### config.mk
export PLATFORM = sky130hd
export DESIGN_NAME = debounce_bank
export DESIGN_NICKNAME = d
export VERILOG_FILES = /design/src/rtl/debounce_pkg.sv /design/src/rtl/debounce_chan.sv /design/src/rtl/debounce_bank.sv
export SDC_FILE = /design/constraint.sdc
export NUM_CORES = 1
export LEC_CHECK = 0
export CORE_ASPECT_RATIO = 1.4
export CORE_MARGIN = 5
export CORE_UTILIZATION = 40
export CTS_CLUSTER_DIAMETER = 120
export CTS_CLUSTER_SIZE = 12
export DETAILED_ROUTE_END_ITERATION = 6
export GPL_TIMING_DRIVEN = 0
export PLACE_DENSITY_LB_ADDON = 0.15
export SYNTH_ARGS = -nofsm -noshare
export SYNTH_HDL_FRONTEND = slang
export SYNTH_HIERARCHICAL = 1
export SYNTH_SLANG_ARGS = --single-unit
### constraint.sdc
create_clock -name clk -period 4.45 [get_ports clk]
set_input_delay 0.6675 -clock clk [delete_from_list [all_inputs] [get_ports clk]]
set_output_delay 0.6675 -clock clk [all_outputs]
set_load 0.01 [all_outputs]
### src/rtl/debounce_pkg.sv
// debounce_pkg: shared channel bundle type and counter sizing helper
// for the multi-channel debouncer.
package debounce_pkg;

   typedef struct packed {
      logic y;
      logic rise;
      logic fall;
      logic hold;
   } chan_t;

   function automatic int cnt_w(input int n);
      return $clog2(n) + 1;
   endfunction

endpackage

### src/rtl/debounce_chan.sv
// debounce_chan: one channel -- synchroniser, mismatch filter, edge strobes.
// Long-press detector compiled in with DEBOUNCE_LONG_PRESS_EN.
module debounce_chan
   import debounce_pkg::*;
#(
   parameter int   TD_CYCLES   = 1000000,
   parameter int   SYNC_STAGES = 2,
   parameter logic INIT_LEVEL  = 1'b0
`ifdef DEBOUNCE_LONG_PRESS_EN
   ,
   parameter int   HOLD_CYCLES = 100000000
`endif
) (
   input  logic  clk,
   input  logic  rst_n,
   input  logic  sample_en,
   input  logic  x,
   output chan_t st
);

   localparam int            CW      = cnt_w(TD_CYCLES);
   localparam logic [CW-1:0] TD_LAST = CW'(TD_CYCLES - 1);

   logic [SYNC_STAGES-1:0] sync;
   logic [CW-1:0]          cnt;
   logic                   s;
   logic                   y;
   logic                   rise;
   logic                   fall;
   logic                   hold;
   logic                   accept;

   assign s      = sync[SYNC_STAGES-1];
   assign accept = (s != y) && sample_en && (cnt == TD_LAST);

   always_ff @(posedge clk or negedge rst_n) begin
      if (!rst_n) begin
         sync <= {SYNC_STAGES{INIT_LEVEL}};
      end else begin
         sync <= {sync[SYNC_STAGES-2:0], x};
      end
   end

   // Strobes are registered alongside y so they line up with the new level.
   always_ff @(posedge clk or negedge rst_n) begin
      if (!rst_n) begin
         cnt  <= '0;
         y    <= INIT_LEVEL;
         rise <= 1'b0;
         fall <= 1'b0;
      end else begin
         rise <= accept & s;
         fall <= accept & ~s;
         if (s == y) begin
            cnt <= '0;
         end else if (sample_en) begin
            if (cnt == TD_LAST) begin
               y   <= s;
               cnt <= '0;
            end else begin
               cnt <= cnt + 1'b1;
            end
         end
      end
   end

`ifdef DEBOUNCE_LONG_PRESS_EN
   localparam int            HW        = cnt_w(HOLD_CYCLES);
   localparam logic [HW-1:0] HOLD_LAST = HW'(HOLD_CYCLES - 1);
   localparam logic [HW-1:0] HOLD_SAT  = HW'(HOLD_CYCLES);

   logic [HW-1:0] hcnt;

   // Parking one past the pulse value keeps it to a single pulse per press.
   always_ff @(posedge clk or negedge rst_n) begin
      if (!rst_n) begin
         hcnt <= '0;
         hold <= 1'b0;
      end else begin
         hold <= y && sample_en && (hcnt == HOLD_LAST);
         if (!y) begin
            hcnt <= '0;
         end else if (sample_en && (hcnt != HOLD_SAT)) begin
            hcnt <= hcnt + 1'b1;
         end
      end
   end
`else
   assign hold = 1'b0;
`endif

   assign st = '{y: y, rise: rise, fall: fall, hold: hold};

endmodule

### src/rtl/debounce_bank.sv
// debounce_bank: NCH independent debounce channels sharing one sample tick.
// Define DEBOUNCE_LONG_PRESS_EN to add the per-channel long-press strobe.
module debounce_bank
   import debounce_pkg::*;
#(
   parameter int   NCH         = 4,
   parameter int   TD_CYCLES   = 1000000,
   parameter int   SYNC_STAGES = 2,
   parameter logic INIT_LEVEL  = 1'b0,
   parameter int   HOLD_CYCLES = 100000000
) (
   input  logic           clk,
   input  logic           rst_n,
   input  logic           sample_en,
   input  logic [NCH-1:0] x,
   output logic [NCH-1:0] y,
   output logic [NCH-1:0] rise,
   output logic [NCH-1:0] fall,
   output logic [NCH-1:0] hold
);

   if (NCH < 1 || TD_CYCLES < 1 || SYNC_STAGES < 2 || HOLD_CYCLES < 1)
   begin : g_bad_param
      $error("debounce_bank: illegal parameter value");
   end

   chan_t st [NCH];

   for (genvar i = 0; i < NCH; i++) begin : g_chan
      debounce_chan #(
         .TD_CYCLES   (TD_CYCLES),
         .SYNC_STAGES (SYNC_STAGES),
         .INIT_LEVEL  (INIT_LEVEL)
`ifdef DEBOUNCE_LONG_PRESS_EN
         ,
         .HOLD_CYCLES (HOLD_CYCLES)
`endif
      ) u_chan (
         .clk       (clk),
         .rst_n     (rst_n),
         .sample_en (sample_en),
         .x         (x[i]),
         .st        (st[i])
      );

      assign y[i]    = st[i].y;
      assign rise[i] = st[i].rise;
      assign fall[i] = st[i].fall;
      assign hold[i] = st[i].hold;
   end

endmodule

==> results of run 1 <==
==> cell families after synthesis <==
kind of cell             count (synthesis)
AO/OA/AOI/OAI                          124
XOR/XNOR                                32
adder cells (fa/ha/maj)                  4
buffers and inverters                   44
flip-flops                             104
multiplexers                             4
other                                    4
AND/OR/NAND/NOR                        268
==> per-layer routing <==
layer / global-route usage / up-vias
met5: 0 / -
met4: 0.0518 / 0
met3: 0.0316 / 9
met2: 0.277 / 66
met1: 0.194 / 2134
li1: - / 2168
==> final timing paths <==
check                      slack [ps]  cells past startpoint                       end
max in group asynchronous        3420                      2  g_chan[2].u_chan/cnt[16]
setup reg to reg                 2460                      7  g_chan[3].u_chan/cnt[13]
min in group clk                  350                      0  g_chan[0].u_chan/sync[1]
setup / recovery                 2320                      2                      y[0]
hold reg to reg                   350                      0  g_chan[0].u_chan/sync[1]
hold / removal                    330                      1   g_chan[1].u_chan/cnt[9]
==> state kept, by name, indices dropped and copies added (netlist names) <==
register / flops
g_chan.u_chan/cnt: 84
g_chan.u_chan/sync: 8
g_chan.u_chan/fall: 4
g_chan.u_chan/rise: 4
g_chan.u_chan/y: 4
==> area by class of cell <==
| class | instances | share of cell area |
|---|---|---|
| repair buffers | 18 | 0.0305 |
| inverters | 8 | 0.00469 |
| well taps | 185 | 0.0362 |
| multi-input cells | 436 | 0.442 |
| plain buffers | 36 | 0.0375 |
| clock inverters | 5 | 0.00528 |
| flip-flops and latches | 104 | 0.407 |
| clock buffers | 10 | 0.0373 |
==> Yosys cell counts (all sizes together) <==
cell type / number / share of area
a21o: 16 / 0.021
nand3: 28 / 0.025
nor4: 8 / 0.0088
a211oi: 8 / 0.011
a31o: 4 / 0.0061
and2: 16 / 0.018
and4: 28 / 0.045
mux2: 4 / 0.0079
and4bb: 4 / 0.0088
inv: 8 / 0.0053
and3: 16 / 0.018
xor2: 20 / 0.031
conb: 4 / 0.0026
a31oi: 20 / 0.022
a22o: 20 / 0.031
clkbuf: 4 / 0.0026
nand2: 60 / 0.045
and2b: 4 / 0.0053
buf: 32 / 0.040
nor2: 60 / 0.040
nand2b: 4 / 0.0044
o31ai: 12 / 0.019
o22ai: 4 / 0.0044
a21oi: 24 / 0.037
o21ai: 16 / 0.014
nand4: 24 / 0.026
or2: 4 / 0.0044
nor3: 12 / 0.011
ha: 4 / 0.0088
xnor2: 12 / 0.024
dfrtp: 104 / 0.46
==> power by group through the flow <==
stage	Sequential [mW]	Clock (mW)	Combinational, mW
global placement	0.984	0	0.107
floorplan	0.982	0	0.0643
CTS	0.965	0.767	0.112
finish	0.965	0.743	0.109
global route	0.967	0.805	0.123
detailed placement	0.984	0	0.112
==> results.yml, run 1 <==
worst_setup_path:
  cpLargestDelayFamily: "buffers and inverters"
  critical_path_class: "reg2out"
  cp-startpoint: "g_chan[0].u_chan/y"
  path_buf_inv: 2
  critPathMaxStageDelay_ps: 530
  r2r-start: "g_chan[3].u_chan/cnt[0]"
  crit_fanout: 4
  worstPathCellList: "buf_4, clkdlybuf4s50_1"
  start_kind: "register"
  cp_slowest_cell: "clkdlybuf4s50_1"
  end_kind: "output pin"
  cp.required_ps: 3780
  worstPathArrival_ps: 1460
timing:
  fin_skew_ps: 8.27
  period_needed_ps: 2130
  setup_viol: 0
  max_freq_mhz: 470
  maxSlewViolCount: 0
  relSlewSlack: 0.594
  rsz0062_at_grt: "false"
  worstMarginPinSlew_ps: 609
  setup_ws_ps: 2320
  period_share: 0.478
  fin_tns_setup_ps: 0
  hold_ws_ps: 330
  hold_violations: 0
yosys:
  synth_nets: 595
  yosys_warnings: 6
  ys_seq_elements: 104
  synthSimpleGateAreaFrac: 0.257
  ys_seq_area_frac: 0.457
  synth_compound_area_frac: 0.165
  synth_xor_area_frac: 0.0544
  synth_area_um2: 5700
  synthMuxAreaShare: 0.00790
  synth_top_family_by_area: "simple AND/OR/NAND/NOR gates"
  synthAdderAreaFrac: 0.00878
  syn_avg_cell_area_um2: 9.76
  syn_inst: 584
  yosysUniqueCellTypes: 40
placement:
  dp_hpwl_mm: 8.90
  portBuffers: 17
  dp_slack_ps: 2470
  placed_cell_area_um2: 6130
  dp_cells: 787
  routabilityCongestion: 0.798
min_path:
  hold_path.class: "in2async"
floorplanning:
  start_util: 0.408
  die_area_um2: 16800
  rows: 51
  fp.dieH_um: 151
  die_w_um: 111
  core_area_um2: 14000
  num_io_pins: 23
route:
  dr.pass1.iters: 4
  wl_mm: 12.6
  drt_iter0_drc: 116
  top_layer: "met4"
  antenna_left: 0
  dr_total_vias: 4377
  route.met2.wl_mm: 6.38
  dr_wl_met3_um: 410
  drt_drc_violations_left: 0
  via_per_inst: 5.46
  wire_per_inst_um: 15.7
  wl_met1_mm: 5.61
power_and_ir_drop:
  pwr-share-seq: 0.531
  power.share.combinational: 0.060
  power.switching_uw: 437
  finalPower_mw: 1.82
  p_leak_nw: 2.86
  switching_share: 0.240
  power_frac_clock: 0.409
  power.internal_mw: 1.38
  peakVddDrop_mv: 0.167
  pwr_density_cell_nw_per_um2: 284
cells_and_area:
  drive_gt1_frac: 0.118
  n_fill_cell: 1334
  postLayoutCellArea_um2: 6400
  mostFrequentLayoutCell: "dfrtp_1"
  final_cell_mix: "104 x dfrtp_1, 60 x nor2_1, 56 x nand2_1, 28 x nand3_1"
  seq_area_um2: 2600
  multi_input_area_um2: 2830
  layout.cells.non_filler: 802
  final_util: 0.458
  diodes: 0
  fin_nets: 624
  area_growth_pct: 12.3
flow_run:
  cap_violations: 0
clocking:
  clock_sinks: 104
  cts_inserted_buffers: 9
  clkTransAtPathRegs_ps: 70
  htree_num_levels: 3
  clock_latency_ps: 340
  clk_path_buf_depth: 2
  post_cts_resize_count: 0
  cts_setup_buffers: 0
  root_buffer: "clkbuf_16"
  holdBufCountCts: 0
  cts_tree: "done"
grt:
  grt_pass1_wl_mm: 21.7
  grt_usage: 0.157
  gr-total-overflow: 0
  antenna_found_initial: 0
  grt_pass1_vias: 4443
  grt_max_degree: 61
outcome:
  outcome: "finished, final reports clean"
(Power assumes the default switching activity.)
==> run 2, diff against run 1 <==
==> constraint.sdc (replaced) <==
create_clock -name clk -period 1.9 [get_ports clk]
set_input_delay 0.285 -clock clk [delete_from_list [all_inputs] [get_ports clk]]
set_output_delay 0.285 -clock clk [all_outputs]
set_load 0.01 [all_outputs]
==> results.yml, run 2 (same netlist as run 1, synthesis figures left out) <==
timing:
  worstMarginPinSlew_ps: 607
  hold_ws_ps: 348
  period_needed_ps: 1860
  max_freq_mhz: 537
  maxSlewViolCount: 0
  fin_skew_ps: 8.12
  hold_violations: 0
  setup_viol: 0
  relSlewSlack: 0.595
  period_share: 0.980
  rsz0062_at_grt: "true"
worst_setup_path:
  end_kind: "register"
  rr_worst_depth: 7
  cp.required_ps: 2130
  worstPathArrival_ps: 2100
  crit_fanout: 7
  critical_path_class: "reg2reg"
  reg2reg_slack_ps: 40
  r2r-start: "g_chan[0].u_chan/cnt[13]"
  start_kind: "register"
  r2r_end: "g_chan[0].u_chan/cnt[10]"
cells_and_area:
  reg_top3: "g_chan.u_chan/cnt: 84 flops, g_chan.u_chan/sync: 8 flops"
  multi_input_area_um2: 2950
  final_util: 0.480
  area_growth_pct: 17.8
  seq_area_um2: 2600
  drive_gt1_frac: 0.166
  fin_nets: 647
  n_fill_cell: 1305
  diodes: 0
  final_cell_mix: "103 x dfrtp_1, 60 x nor2_1, 56 x nand2_1, 40 x buf_4, 28 x nand3_1"
  mostFrequentLayoutCell: "dfrtp_1"
  largest_register_ffs: 84
  regMostFlops: "g_chan.u_chan/cnt"
floorplanning:
  num_io_pins: 23
  core_area_um2: 14000
  die_w_um: 111
  fp.dieH_um: 151
  start_util: 0.408
  rows: 51
  die_area_um2: 16800
grt:
  gr-total-overflow: 0
  grt_usage: 0.158
  grt_max_degree: 61
  grt_pass1_wl_mm: 21.9
  antenna_found_initial: 0
  grt_pass1_vias: 4490
power_and_ir_drop:
  pwr_density_cell_nw_per_um2: 644
  peakVddDrop_mv: 0.394
  p_leak_nw: 2.98
route:
  via_per_inst: 5.48
  antenna_left: 0
  drt_drc_violations_left: 0
  wl_mm: 12.9
  drt_iter0_drc: 119
  wire_per_inst_um: 15.7
  dr.pass1.iters: 5
  dr_total_vias: 4523
placement:
  portBuffers: 17
  dp_hpwl_mm: 8.90
  routabilityCongestion: 0.798
clocking:
  cts_tree: "done"
  root_buffer: "clkbuf_16"
  htree_num_levels: 3
  clock_latency_ps: 340
  clock_sinks: 104
  clkTransAtPathRegs_ps: 70
  clk_path_buf_depth: 2
  cts_inserted_buffers: 9
min_path:
  whs_endpoint: "g_chan[2].u_chan/cnt[13]"
  min_delay_path_depth: 3
  hold_path.class: "in2reg"
  min-delay-start: "sample_en"
outcome:
  outcome: "finished, final reports clean"
flow_run:
  cap_violations: 0
## run 2: cell count changes in the layout (fill, tap and decap cells not counted), moves of 3 or more
cell / delta
buf_4: +23
buf_2: -4
ha_1: -4
xnor2_2: -4
xnor2_4: +4
ha_4: +3
## run 2: worst max path at each step
| stage | end | cells after the start | slack, ps | from |
|---|---|---|---|---|
| after global routing | g_chan[3].u_chan/cnt[13] | 6 | -10 | g_chan[3].u_chan/y |
| after global placement | g_chan[3].u_chan/cnt[0] | 1 | -3480 | rst_n |
| after CTS | g_chan[0].u_chan/cnt[10] | 8 | 3 | g_chan[0].u_chan/cnt[0] |
| final | g_chan[0].u_chan/cnt[10] | 7 | 40 | g_chan[0].u_chan/cnt[13] |
| after floorplan | g_chan[0].u_chan/cnt[13] | 7 | 170 | g_chan[0].u_chan/cnt[0] |
| after detailed placement | g_chan[3].u_chan/cnt[3] | 7 | -80 | g_chan[3].u_chan/cnt[0] |
## run 2: cell type report
cell class              count  area share
multi-input cells         437       0.439
inverters                   8     0.00447
clock buffers              10      0.0356
plain buffers              36      0.0373
clock inverters             5     0.00503
well taps                 185      0.0345
repair buffers             40      0.0565
flip-flops and latches    104       0.388
## run 2: worst max-delay path, cell delays in order (launching register included)
cell and delay, ps:
dfrtp_1 450, nor4_1 320, and4_1 250, buf_6 150
a21oi_4 90, buf_4 170, a21o_1 150, a22o_1 170
## run 2: where the power goes
part           switching [mW]  internal, mW  leakage (nW)  total, mW
registers              0.0285          2.24          1.43       2.26
logic                   0.191         0.129          1.42      0.320
clock network           0.823         0.916         0.130       1.74
total                    1.04          3.28          2.98       4.32
## run 2: timing repair
item	CTS	global route
hold buffers	1	0
gates cloned	0	1
setup buffers	10	11
setup endpoints to repair	16	40
resized for setup	8	16
pin swaps	4	8
hold endpoints to repair	44	0
## run 2: metrics by stage
stage | instance area [um^2] | worst slack [ps] | setup TNS [ps] | power, mW | instances
floorplan | 5700 | 172 | 0 | 2.45 | 584
global placement | 6100 | -3480 | -361340 | 2.55 | 786
detailed placement | 6130 | -78.1 | -549 | 2.57 | 787
CTS | 6530 | 2.94 | 0 | 4.34 | 813
global route | 6710 | -11.8 | -27.9 | 4.51 | 825
finish | 6710 | 38.9 | 0 | 4.32 | 825
## run 2: layer usage
layer  global-route usage  vias up  part of all wire
met5                    0        -                 0
met4               0.0524        0             0.014
met3               0.0304       11             0.031
met2                0.281       65              0.51
met1                0.195     2229              0.45
li1                     -     2218                 -
